--- config.mk ---
export PLATFORM = sky130hd
export DESIGN_NAME = seg_scan_engine_flat
export DESIGN_NICKNAME = d
export VERILOG_FILES = /design/src/rtl/seg_scan_if.sv /design/src/rtl/seg_scan_engine.sv /design/src/flat_wrapper.sv
export SDC_FILE = /design/constraint.sdc
export NUM_CORES = 1
export LEC_CHECK = 0
export CORE_MARGIN = 2
export CORE_UTILIZATION = 53
export DETAILED_ROUTE_END_ITERATION = 10
export PLACE_DENSITY = 0.78
export SETUP_SLACK_MARGIN = 0.5
export SLEW_MARGIN = 20
export SYNTH_ARGS = -nofsm -noshare
export SYNTH_HDL_FRONTEND = slang
export SYNTH_SLANG_ARGS = --single-unit
--- constraint.sdc ---
create_clock -name CLK100MHZ -period 2.4 [get_ports CLK100MHZ]
set_clock_uncertainty 0.15 [all_clocks]
set_input_delay 0.72 -clock CLK100MHZ [delete_from_list [all_inputs] [get_ports CLK100MHZ]]
set_output_delay 0.72 -clock CLK100MHZ [all_outputs]
set_load 0.01 [all_outputs]
--- src/rtl/seg_scan_if.sv ---
// seg_scan_if: control, score and display signals between a controller and seg_scan_engine.
interface seg_scan_if #(
  parameter int N_DIGITS = 8,
  parameter int SCORE_W  = 27
);
  logic [1:0]            mode;
  logic [2*N_DIGITS-1:0] map;
  logic                  jump;
  logic [SCORE_W-1:0]    score;
  logic                  score_load;
  logic                  busy;
  logic                  bcd_valid;
  logic [N_DIGITS-1:0]   AN;
  logic [7:0]            S;
  modport master (output mode, map, jump, score, score_load, input busy, bcd_valid, AN, S);
  modport slave  (input mode, map, jump, score, score_load, output busy, bcd_valid, AN, S);
endinterface

--- src/rtl/seg_scan_engine.sv ---
// seg_scan_engine: multiplexed 7-segment scanner with a serial double-dabble score converter.
module seg_scan_engine #(
  parameter int N_DIGITS   = 8,
  parameter int SCAN_DIV_W = 16,
  parameter int BLANK_CYC  = 64,
  parameter int SCORE_W    = 27
) (
  input logic       CLK100MHZ,
  input logic       CPU_RESETN,
  seg_scan_if.slave bus
);
  localparam int BW = 4 * N_DIGITS;
  localparam logic [63:0] LIMIT = 64'(10 ** N_DIGITS);
  localparam logic [7:0] HEX [16] = '{8'hC0, 8'hF9, 8'hA4, 8'hB0, 8'h99, 8'h92, 8'h82, 8'hF8,
                                      8'h80, 8'h90, 8'hFF, 8'hFF, 8'hFF, 8'hFF, 8'hFF, 8'hFF};
  localparam logic [7:0] LANE [4] = '{8'hFF, 8'hA3, 8'h9C, 8'h7F};
  localparam logic [7:0] MSG [8]  = '{8'hBF, 8'h92, 8'h87, 8'h88, 8'hAF, 8'h87, 8'hBF, 8'hBF};
  typedef enum logic [1:0] {IDLE, SHIFT, COMMIT} state_t;

  state_t                r_state, w_state_nx;
  logic [SCAN_DIV_W-1:0] r_div;
  logic [2:0]            r_d;
  logic [N_DIGITS-1:0]   r_an, w_an;
  logic [7:0]            r_s, w_seg, r_cnt;
  logic [SCORE_W-1:0]    r_bin, r_pend_val, w_load_val;
  logic [BW-1:0]         r_bcd, r_disp, w_adj;
  logic                  r_sat, r_pend, r_valid, w_start, w_lz, w_last;
  logic [3:0]            w_nib;
  logic [1:0]            w_code;

  always_ff @(posedge CLK100MHZ or negedge CPU_RESETN) begin
    if (!CPU_RESETN) begin
      r_div <= '0;
      r_d   <= '0;
      r_an  <= '1;
      r_s   <= '1;
    end else begin
      r_div <= r_div + SCAN_DIV_W'(1);
      if (&r_div) r_d <= (r_d == 3'(N_DIGITS - 1)) ? 3'd0 : r_d + 3'd1;
      r_an  <= w_an;
      r_s   <= w_seg;
    end
  end

  // digits above the most significant nonzero one are blanked; digit 0 always shows
  always_comb begin
    w_nib  = r_disp[4*r_d +: 4];
    w_code = bus.map[2*r_d +: 2];
    w_lz   = (r_d != 3'd0) && ((r_disp >> (4*r_d)) == '0);
    w_last = r_d == 3'(N_DIGITS - 1);
    w_seg  = bus.mode == 2'd0 ? (w_lz ? 8'hFF : HEX[w_nib]) :
             bus.mode == 2'd1 ? (w_last ? (bus.jump && w_code == 2'd1 ? 8'hA1 : bus.jump ? 8'hBD : 8'hF3)
                                        : LANE[w_code]) :
             bus.mode == 2'd2 ? MSG[3'(N_DIGITS - 1) - r_d] : 8'hFF;
    w_an   = (bus.mode == 2'd3 || r_div < SCAN_DIV_W'(BLANK_CYC)) ? '1 : ~(N_DIGITS'(1) << r_d);
  end

  always_comb begin
    w_adj = r_bcd;
    for (int i = 0; i < N_DIGITS; i++)
      w_adj[4*i +: 4] = r_bcd[4*i +: 4] >= 4'd5 ? r_bcd[4*i +: 4] + 4'd3 : r_bcd[4*i +: 4];
  end

  always_comb begin
    w_state_nx = r_state;
    w_start    = 1'b0;
    w_load_val = bus.score;
    case (r_state)
      IDLE: if (bus.score_load) begin
        w_start    = 1'b1;
        w_state_nx = SHIFT;
      end
      SHIFT: if (r_cnt == 8'(SCORE_W - 1)) w_state_nx = COMMIT;
      COMMIT: begin
        w_start    = bus.score_load || r_pend;
        w_load_val = bus.score_load ? bus.score : r_pend_val;
        w_state_nx = w_start ? SHIFT : IDLE;
      end
      default: w_state_nx = IDLE;
    endcase
  end

  // a load arriving in COMMIT is consumed directly, so the newest value always wins
  always_ff @(posedge CLK100MHZ or negedge CPU_RESETN) begin
    if (!CPU_RESETN) begin
      r_state    <= IDLE;
      r_bin      <= '0;
      r_bcd      <= '0;
      r_cnt      <= '0;
      r_sat      <= 1'b0;
      r_pend     <= 1'b0;
      r_pend_val <= '0;
      r_disp     <= '0;
      r_valid    <= 1'b0;
    end else begin
      r_state <= w_state_nx;
      r_valid <= r_state == COMMIT;
      if (w_start) begin
        r_bin <= w_load_val;
        r_bcd <= '0;
        r_cnt <= '0;
        r_sat <= 64'(w_load_val) >= LIMIT;
      end else if (r_state == SHIFT) begin
        r_bin <= r_bin << 1;
        r_bcd <= {w_adj[BW-2:0], r_bin[SCORE_W-1]};
        r_cnt <= r_cnt + 8'd1;
      end
      if (r_state == COMMIT) r_disp <= r_sat ? {N_DIGITS{4'h9}} : r_bcd;
      r_pend     <= r_state == COMMIT ? 1'b0 : r_pend | (bus.score_load && r_state != IDLE);
      r_pend_val <= (bus.score_load && r_state != IDLE) ? bus.score : r_pend_val;
    end
  end

  assign bus.AN        = r_an;
  assign bus.S         = r_s;
  assign bus.busy      = r_state != IDLE;
  assign bus.bcd_valid = r_valid;
endmodule

--- src/flat_wrapper.sv ---
// flat-port wrapper written by rule: the top's interface ports become plain ports
module seg_scan_engine_flat 
#(
  parameter int N_DIGITS   = 8,
  parameter int SCAN_DIV_W = 16,
  parameter int BLANK_CYC  = 64,
  parameter int SCORE_W    = 27
)
  (CLK100MHZ, CPU_RESETN, bus_mode, bus_map, bus_jump, bus_score, bus_score_load, bus_busy, bus_bcd_valid, bus_AN, bus_S);
  seg_scan_if #(.N_DIGITS(N_DIGITS), .SCORE_W(SCORE_W)) bus_i ();
  input logic CLK100MHZ;
  input logic CPU_RESETN;
  input wire logic [$bits(bus_i.mode)-1:0] bus_mode;
  input wire logic [$bits(bus_i.map)-1:0] bus_map;
  input wire logic [$bits(bus_i.jump)-1:0] bus_jump;
  input wire logic [$bits(bus_i.score)-1:0] bus_score;
  input wire logic [$bits(bus_i.score_load)-1:0] bus_score_load;
  output wire logic [$bits(bus_i.busy)-1:0] bus_busy;
  output wire logic [$bits(bus_i.bcd_valid)-1:0] bus_bcd_valid;
  output wire logic [$bits(bus_i.AN)-1:0] bus_AN;
  output wire logic [$bits(bus_i.S)-1:0] bus_S;
  assign bus_i.mode = bus_mode;
  assign bus_i.map = bus_map;
  assign bus_i.jump = bus_jump;
  assign bus_i.score = bus_score;
  assign bus_i.score_load = bus_score_load;
  assign bus_busy = bus_i.busy;
  assign bus_bcd_valid = bus_i.bcd_valid;
  assign bus_AN = bus_i.AN;
  assign bus_S = bus_i.S;
  seg_scan_engine #(.N_DIGITS(N_DIGITS), .SCAN_DIV_W(SCAN_DIV_W), .BLANK_CYC(BLANK_CYC), .SCORE_W(SCORE_W)) u_core (.CLK100MHZ(CLK100MHZ), .CPU_RESETN(CPU_RESETN), .bus(bus_i));
endmodule
==> results of run 1 <==
-- synthesized netlist by cell type (all sizes together) (2+ instances only) --
library cell    n
a21o            3
a21oi          30
a22oi          27
a31oi           5
a32o            8
a32oi           2
and2            6
and3            7
buf            16
clkbuf         29
dfrtp         150
dfstp          16
ha             34
inv            26
mux2           31
mux2i          34
mux4           15
nand2          93
nand2b         23
nand3          28
nand3b          2
nand4           5
nor2           41
nor2b           4
nor3            9
nor3b           3
nor4            7
o2111ai         2
o211ai          5
o21ai          89
o22ai           6
o31ai          18
o32ai           7
or2             4
or3             2
xnor2          21
xor2           15
-- layer usage --
layer	wire, µm	part of all wire	up-vias
li1	-	-	3258
met1	9272	0.42	3560
met2	10850	0.49	274
met3	1190	0.054	72
met4	805	0.036	2
met5	13	0.00059	-
-- critical path, delay by kind of cell (launching register included) --
family,cells,cell delay (ps)
fa+ha+maj,1,200
flops,1,490
compound gates,4,770
mux,2,800
-- registers in the layout (all words and copies together), names as in the netlist, 3 cells and up --
| signal | flops |
|---|---|
| u_core.r_disp | 32 |
| u_core.r_cnt | 8 |
| u_core.r_d | 3 |
| u_core.bus.S | 8 |
| u_core.r_pend_val | 27 |
| u_core.bus.AN | 8 |
| u_core.r_div | 16 |
| u_core.r_bcd | 32 |
| u_core.r_bin | 27 |
-- power by group through the flow --
| stage | combinational (mW) | clock [mW] | sequential (mW) |
|---|---|---|---|
| floorplan | 2.38 | 0 | 4.07 |
| global placement | 3.10 | 0 | 4.23 |
| detailed placement | 3.23 | 0 | 4.26 |
| CTS | 3.45 | 2.78 | 4.23 |
| global route | 4.13 | 2.89 | 4.38 |
| finish | 3.70 | 2.77 | 4.30 |
-- layout make-up --
type | instances | area, µm² | share of cell area
Tap cell | 216 | 270.3 | 0.02373
Clock inverter | 12 | 142.6 | 0.01252
Inverter | 27 | 107.6 | 0.009446
Timing Repair Buffer | 156 | 1630 | 0.1431
Clock buffer | 20 | 446.7 | 0.03921
Multi-Input combinational cell | 594 | 4602 | 0.4040
Sequential cell | 166 | 4177 | 0.3667
Timing Repair inverter | 2 | 15.01 | 0.001318
-- logic make-up (layout without fill, tap and decap cells) --
family / count (synthesis) / in the layout / share of synthesized area
adder cells (fa/ha/maj): 34 / 34 / 0.04890
buffers and inverters: 72 / 217 / 0.03653
flip-flops: 166 / 166 / 0.4798
AO/OA/AOI/OAI: 206 / 206 / 0.1491
multiplexers: 80 / 80 / 0.1189
AND/OR/NAND/NOR: 237 / 238 / 0.1304
XOR/XNOR: 36 / 36 / 0.03624
-- path summary, 6_finish.rpt --
check	from	end	cells after the start
max in group asynchronous	CPU_RESETN	u_core.r_bcd[29]	2
min in group CLK100MHZ	u_core.r_div[4]	u_core.r_div[4]	1
setup reg to reg	u_core.r_d[0]	u_core.bus.S[5]	7
hold / removal	CPU_RESETN	u_core.r_pend_val[25]	1
setup / recovery	u_core.r_d[0]	u_core.bus.S[5]	7
hold reg to reg	u_core.r_div[4]	u_core.r_div[4]	1
-- repair_timing --
item,in CTS,in global routing
pin swaps,9,11
setup endpoints to repair,84,63
gates resized for setup,131,61
gates cloned,3,4
buffers inserted,10,11
-- stage by stage --
| step | util | setup TNS [ps] |
|---|---|---|
| floorplan | - | -431.1 |
| global placement | 0.6306 | -15200 |
| detailed placement | 0.6306 | -17510 |
| CTS | 0.6878 | -424.5 |
| global route | 0.7145 | -1187 |
| finish | 0.7145 | -572.2 |
-- cells in the final DEF (no fill, tap or decap), types with 5 or more instances in the layout --
cell | netlist | final
o21ai_1 | 4 | 14
a32o_1 | 8 | 8
nor4_1 | 6 | 5
o21ai_0 | 84 | 72
ha_1 | 34 | 29
mux4_2 | 15 | 15
nand2b_1 | 23 | 21
a22oi_1 | 27 | 27
o31ai_1 | 18 | 17
clkdlybuf4s50_1 | 0 | 46
buf_6 | 4 | 27
xor2_1 | 15 | 15
mux2i_4 | 0 | 10
nor2_1 | 41 | 36
clkbuf_16 | 0 | 19
nand3_1 | 28 | 27
dfrtp_1 | 150 | 148
nor3_1 | 7 | 6
dfstp_2 | 16 | 16
o32ai_1 | 7 | 7
mux2_2 | 29 | 28
nand4_1 | 5 | 5
buf_12 | 0 | 11
buf_4 | 3 | 62
mux2i_2 | 1 | 6
clkinvlp_4 | 0 | 6
inv_1 | 24 | 21
xnor2_1 | 21 | 21
mux2i_1 | 33 | 18
nand2_1 | 92 | 88
o22ai_1 | 6 | 5
a21oi_1 | 30 | 26
and3_1 | 7 | 7
==> out/qor.yml, run 1 <==
status: "finished with violations"
violations: "negative setup slack"
synth_cells: 831
synth_top_area_share: 0.4315
core_um2: 15940
grt_max_degree: 59
cpMaxStageDelayCell: "mux4_2"
setup_viol: 7
grt_pass1_wl_um: 35320
buffer_ports.inserted: 66
internal_power_mw: 6.910
io_pins: 67
max_freq_mhz: 400.0
start_util: 0.5457
critical_path.most_common_cell: "o2111ai_2"
worstPathCellList: "mux4_2, mux2i_4, ha_4, o2111a_1, o2111ai_2, a21o_4, o2111ai_2"
placed_cell_area_um2: 10050
finalCritPeriodShare: 1.042
overflow: 0
initialDrtViolationCount: 648
n_antenna_cell: 0
syn-cell-area_um2: 8700
placed_cells: 1133
use_met2: 0.4057
grt_use_met1: 0.3267
worstPathMaxFanout: 7
clock_sinks: 166
p_sw_frac: 0.3583
place_ws_ps: -509.1
via_per_inst: 6.007
syn2layout_area_growth_pct: 30.94
relSlewSlack: 0.6080
synth_flop_cell: "dfrtp_1"
cp.required_ps: 2600
cpPeakStageDelay_ps: 570
drtAntennaViolNets: 0
yosys_warnings: 0
async_flop_share: 1.000
cts_buffers: 17
antenna_found_initial: 1
power_frac_clock: 0.257
start_kind: "register"
cts-root-buf: "clkbuf_16"
die_area_um2: 17460
arrival_ps: 2700
p_seq_frac: 0.399
hold_viol: 0
rsz0062_at_grt: "yes"
vias: 7166
grt.met3_usage: 0.05075
wl_um: 22130
synth_fp_nets: 914
synth_area_leaders: "dfrtp_1 43%, ha_1 4.9%, dfstp_2 4.8%"
clkTransAtPathRegs_ps: 70
instances_no_fill: 1193
ys_ff_latch: 166
hold_slack_ps: 103.0
routedWlPerCell_um: 18.55
grt_pass1_vias: 7079
yosysSeqAreaShare: 0.4798
fp.dieW_um: 132.1
cts_tree: "built"
top_usage_layer: "met2"
clk_latency_ps: 440
total_leakage_power_nw: 4.845
synth_top_cell_by_area: "dfrtp_1"
clk_path_buf_depth: 2
rows: 46
crit_type: "reg -> reg"
finalPower_mw: 10.77
layout.nets: 1047
tightest_slew_ps: 582.6
syn_area_per_cell_um2: 10.47
drv_slew: 0
period_minus_slack_ps: 2500
grt_util_all_layers: 0.2506
htreeDepth: 4
synth_edf_count: 0
hold_class: "in -> async"
drive_above_1_share: 0.2825
final_area_um2: 11390
synth_cell_types: 61
die_h_um: 132.1
maxCapViolCount: 0
critPathCaptureType: "register"
dp_hpwl_um: 13720
comb_power_share: 0.344
power-per-cell-area_nw_per_um2: 945.5
p_switching_mw: 3.859
cts_hold_buf: 0
firstDrtPassIters: 5
rrSetupSlack_ps: -100
setup_ws_ps: -99.86
finalWeightedCongestion: 0.9003
drc: 0
ir_worst_vdd_uv: 656.5
n_fill_cell: 1041
Power figures use the tool's default switching activity.
==> inputs of run 2 (changes only) <==
Settings changed: ABC_AREA set to 1, CORE_UTILIZATION 53 to 54, PLACE_DENSITY 0.78 to 0.76.
Clock period 2.4 ns to 2.3 ns, I/O delays scaled along.
==> run 2 against run 1 <==
The flow now finishes without violations. Register-to-register slack improved by 220 ps. Critical path depth increased by 5. Global-route usage increased by 0.37 points. Die area grew 3.9%. Largest cell class unchanged. Power down 14%. Sequential power decreased by 11%.
==> out/qor.yml, run 2 <==
status: "finished, final reports clean"
final_area_um2: 11970
grt_util_all_layers: 0.2542
finalSetupTns_ps: 0
drc: 0
antenna_found_initial: 0
cts_buffers: 17
synth_top_cell_by_area: "dfrtp_1"
cts-root-buf: "clkbuf_16"
n_fill_cell: 1176
total_leakage_power_nw: 5.753
power-per-cell-area_nw_per_um2: 772.6
core_um2: 16640
period_minus_slack_ps: 2176
die_h_um: 134.7
syn2layout_area_growth_pct: 29.79
fp.dieW_um: 134.7
synth_flop_cell: "dfrtp_1"
drv_slew: 0
setup_viol: 0
async_flop_share: 1.000
setup_ws_ps: 123.8
cp.required_ps: 2520
cpMaxStageDelayCell: "dfrtp_2"
ir_worst_vdd_uv: 683.9
use_met2: 0.4106
start_kind: "register"
synth_edf_count: 0
arrival_ps: 2400
grt_pass1_wl_um: 37450
dp_hpwl_um: 14850
syn_area_per_cell_um2: 7.889
grt_pass1_vias: 8031
synth_area_leaders: "dfrtp_1 41%, nand2_1 11%, o21ai_0 7.4%"
drive_above_1_share: 0.2149
n_antenna_cell: 0
cts_hold_buf: 0
crit_type: "reg -> reg"
finalPower_mw: 9.248
rows: 47
ys_ff_latch: 166
worstPathCellList: "clkinv_4, buf_8, o21ai_0, o22ai_1, o21ai_2, inv_2, ha_1, o21ai_1, nand2_1, o21ai_0, inv_1, nand2_1"
io_pins: 67
yosysSeqAreaShare: 0.4526
max_freq_mhz: 459.5
top_usage_layer: "met2"
hold_slack_ps: 28.38
placed_cell_area_um2: 10520
clk_path_buf_depth: 2
die_area_um2: 18140
grt_use_met1: 0.3432
rsz0062_at_grt: "yes"
via_per_inst: 5.406
synth.most_common_cell: "nand2_1"
buffer_ports.inserted: 66
critPathCaptureType: "register"
mostFrequentLayoutCells: "259 x nand2_1, 150 x inv_1, 147 x dfrtp_1"
routedWlPerCell_um: 15.08
yosys_warnings: 0
hold_viol: 0
hold_class: "in -> async"
syn-cell-area_um2: 9223
place_ws_ps: -269.4
maxCapViolCount: 0
htreeDepth: 4
cpPeakStageDelay_ps: 440
vias: 8385
synth_fp_nets: 1252
grt_max_degree: 57
initialDrtViolationCount: 636
synth_top_area_share: 0.4070
firstDrtPassIters: 6
clkTransAtPathRegs_ps: 70
finalCritPeriodShare: 0.9462
drtAntennaViolNets: 0
worstPathMaxFanout: 12
layout.nets: 1401
relSlewSlack: 0.6566
grt.met3_usage: 0.05143
tightest_slew_ps: 514.5
synth_cell_types: 43
overflow: 0
synthTopCellsByCount: "279 x nand2_1, 159 x inv_1, 150 x dfrtp_1"
finalWeightedCongestion: 0.8876
start_util: 0.5542
top_regs: "u_core.r_bcd (32), u_core.r_disp (32)"
synth_cells: 1169
clock_sinks: 166
cts_tree: "built"
clk_latency_ps: 440
final_common_cell: "nand2_1"
wl_um: 23400
[run 2: changes by cell type after synthesis, sizes merged, moves of 26 or more]
cell	change
mux2i	-34
mux2	-26
nor2	+40
o21ai	+56
inv	+140
nand3	+68
nand2	+193
[run 2: what timing repair did]
action | 4_1_cts | 5_1_grt
setup buffers | 20 | 16
setup endpoints to repair | 94 | 119
cloned | 3 | 5
pin swaps | 14 | 32
resized for setup | 115 | 116
[run 2: worst paths after layout]
check	start	end	slack, ps	cells past startpoint
max	u_core.r_d[0]	u_core.bus.S[3]	120	12
min	CPU_RESETN	u_core.r_pend_val[26]	30	1
max reg2reg	u_core.r_d[0]	u_core.bus.S[3]	120	12
min reg2reg	u_core.r_pend_val[3]	u_core.r_pend_val[3]	340	2
max in group asynchronous	CPU_RESETN	u_core.bus.S[1]	1300	2
min in group CLK100MHZ	u_core.r_pend_val[3]	u_core.r_pend_val[3]	340	2
[run 2: logic make-up (layout without fill, tap and decap cells)]
family	count (synthesis)	after routing	share of synthesized area
buf+inv	216	375	0.09700
xor+xnor	23	23	0.02184
mux	5	5	0.006105
simple gates	482	485	0.2228
flops	166	166	0.4526
fa+ha+maj	34	34	0.04613
compound gates	243	243	0.1536
[run 2: through the flow]
step | utilization | instances
after floorplan | - | 1169
after global placement | 0.6319 | 1475
after detailed placement | 0.6319 | 1475
after CTS | 0.6861 | 1530
after global routing | 0.7193 | 1551
final | 0.7193 | 1551
[run 2: layer usage]
layer,up-vias,part of all wire,wire length (µm)
met5,-,0,0
met4,0,0.021,492
met3,43,0.047,1101
met2,247,0.48,11260
met1,3973,0.45,10540
li1,4122,-,-
[run 2: final cells by class]
class | instances | area (µm²) | area share
Clock buffer | 20 | 446.7 | 0.03732
Clock inverter | 12 | 142.6 | 0.01192
Inverter | 166 | 644.4 | 0.05383
Multi-Input combinational cell | 790 | 4542 | 0.3794
Sequential cell | 166 | 4178 | 0.3490
Tap cell | 220 | 275.3 | 0.02300
Timing Repair Buffer | 176 | 1734 | 0.1449
Timing Repair inverter | 1 | 7.507 | 0.0006272
[run 2: power breakdown]
group	switching, mW	leakage, nW	total (mW)	internal (mW)
sequential	0.386	2.04	3.82	3.44
combinational	1.50	3.43	2.53	1.03
clock	1.24	0.280	2.89	1.65
total	3.13	5.75	9.25	6.12
[run 2: critical path, delay by kind of cell (launching register included)]
kind / cells / cell delay (ps)
AND/OR/NAND/NOR: 2 / 160
AO/OA/AOI/OAI: 5 / 660
flip-flops: 1 / 440
buffers and inverters: 4 / 450
adder cells (fa/ha/maj): 1 / 240
==> edit (flow settings as in run 2) <==
Re-encode `state_t` (3 states) as one-hot, 3 bits wide.
--- a/src/rtl/seg_scan_engine.sv
+++ b/src/rtl/seg_scan_engine.sv
@@ -16,5 +16,5 @@
   localparam logic [7:0] LANE [4] = '{8'hFF, 8'hA3, 8'h9C, 8'h7F};
   localparam logic [7:0] MSG [8]  = '{8'hBF, 8'h92, 8'h87, 8'h88, 8'hAF, 8'h87, 8'hBF, 8'hBF};
-  typedef enum logic [1:0] {IDLE, SHIFT, COMMIT} state_t;
+  typedef enum logic [2:0] {IDLE = 3'b001, SHIFT = 3'b010, COMMIT = 3'b100} state_t;
 
   state_t                r_state, w_state_nx;
Behaviour: no difference found for any inputs over 10 cycles, from zero or initial values and one cycle with CPU_RESETN low; not proved beyond that.
==> edit against run 2 <==
The flow now finishes with violations (negative hold slack, negative setup slack); wire length up 51%; maximum frequency shrank 9.5%; worst setup slack got worse by 0.23 ns; sequential cell count increased by 1; via count up 20%; synthesized area is 0.39% lower; design area increased by 14%.
Power is not compared: it rests on default switching activity, and its combinational part moved more than twofold at a synthesized area within 25%.
==> edit: results (changes against run 2) <==
| Parameter | Value | Unit | vs run 2 |
|:---|:---|:---|:---|
| Per-cell via count in the routed design | 6.39 | - | +18% |
| Total track usage | 32.0 | % | +6.6 points |
| Cts repair resizes | 292 | - | +150% |
| Count of nets after finishing | 1,431 | - | +2.1% |
| Fin Hold WS | -0.0195 | ns | -0.0479 ns |
| Mean routed wirelength per cell | 22.3 | µm | +48% |
| Count of unique library cells instantiated by Yosys | 41 | - | -4.7% |
| Transition at the pin with the smallest max-transition slack | 0.705 | ns | +0.190 ns |
| Sequential fraction of the synthesis area | 45.7 | % | +0.46 points |
| Clock transition at path regs | 0.09 | ns | +0.02 ns |
| Worst-case setup margin in the final layout | -0.105 | ns | -0.229 ns |
| Violated checks | negative hold slack, negative setup slack | - |  |
| Startpoint of the worst-slack reg-to-reg timing path | u_core.r_state[0] | - |  |
| Via count of the first global-routing pass | 9,165 | - | +14% |
| Worst reg-to-reg setup slack | -0.11 | ns | -0.23 ns |
| Final routed wirelength across all metal layers | 35,300 | µm | +51% |
| Mean Syn Cell Area | 7.91 | µm² | +0.29% |
| Total count of hold-check failures in the final report | 13 | - | +13 |
| First-pass GRT wire length | 45,300 | µm | +21% |
| End point of the critical path | u_core.r_sat | - |  |
| Reg2Reg Depth | 16 | - | +4 |
| Result of the run | finished with violations | - |  |
| CP arrival | 2.60 | ns | +0.20 ns |
| Post-Place Worst Slack | -0.314 | ns | -0.0448 ns |
| Worst-Skew Late Latency | 0.47 | ns | +0.03 ns |
| Setup-failing EPs final | 8 | - | +8 |
edit: kinds of logic (layout without fill, tap and decap cells):
family	count (synthesis)	after routing	share of synthesized area, %
adder cells (fa/ha/maj)	34	34	4.63
AO/OA/AOI/OAI	254	254	15.7
flip-flops	167	167	45.7
buffers and inverters	206	404	9.11
XOR/XNOR	24	24	2.29
AND/OR/NAND/NOR	475	477	22.4
multiplexers	1	1	0.123
edit: per-layer routing:
metal / GRT usage [%] / routed length (µm) / up-vias
li1: - / - / 4190
met1: 38.9 / 12200 / 4754
met2: 53.7 / 16400 / 855
met3: 8.20 / 3920 / 297
met4: 14.6 / 2780 / 0
met5: 0 / 0 / -
edit: cell type report:
type | instances | area [µm²]
multi-input combinational | 790 | 5320
clock inverter | 12 | 90.1
tap | 220 | 275
timing repair buffer | 215 | 2560
timing repair inverter | 2 | 38.8
inverter | 155 | 661
clock buffer | 20 | 467
sequential | 167 | 4200
fill | 796 | 2970
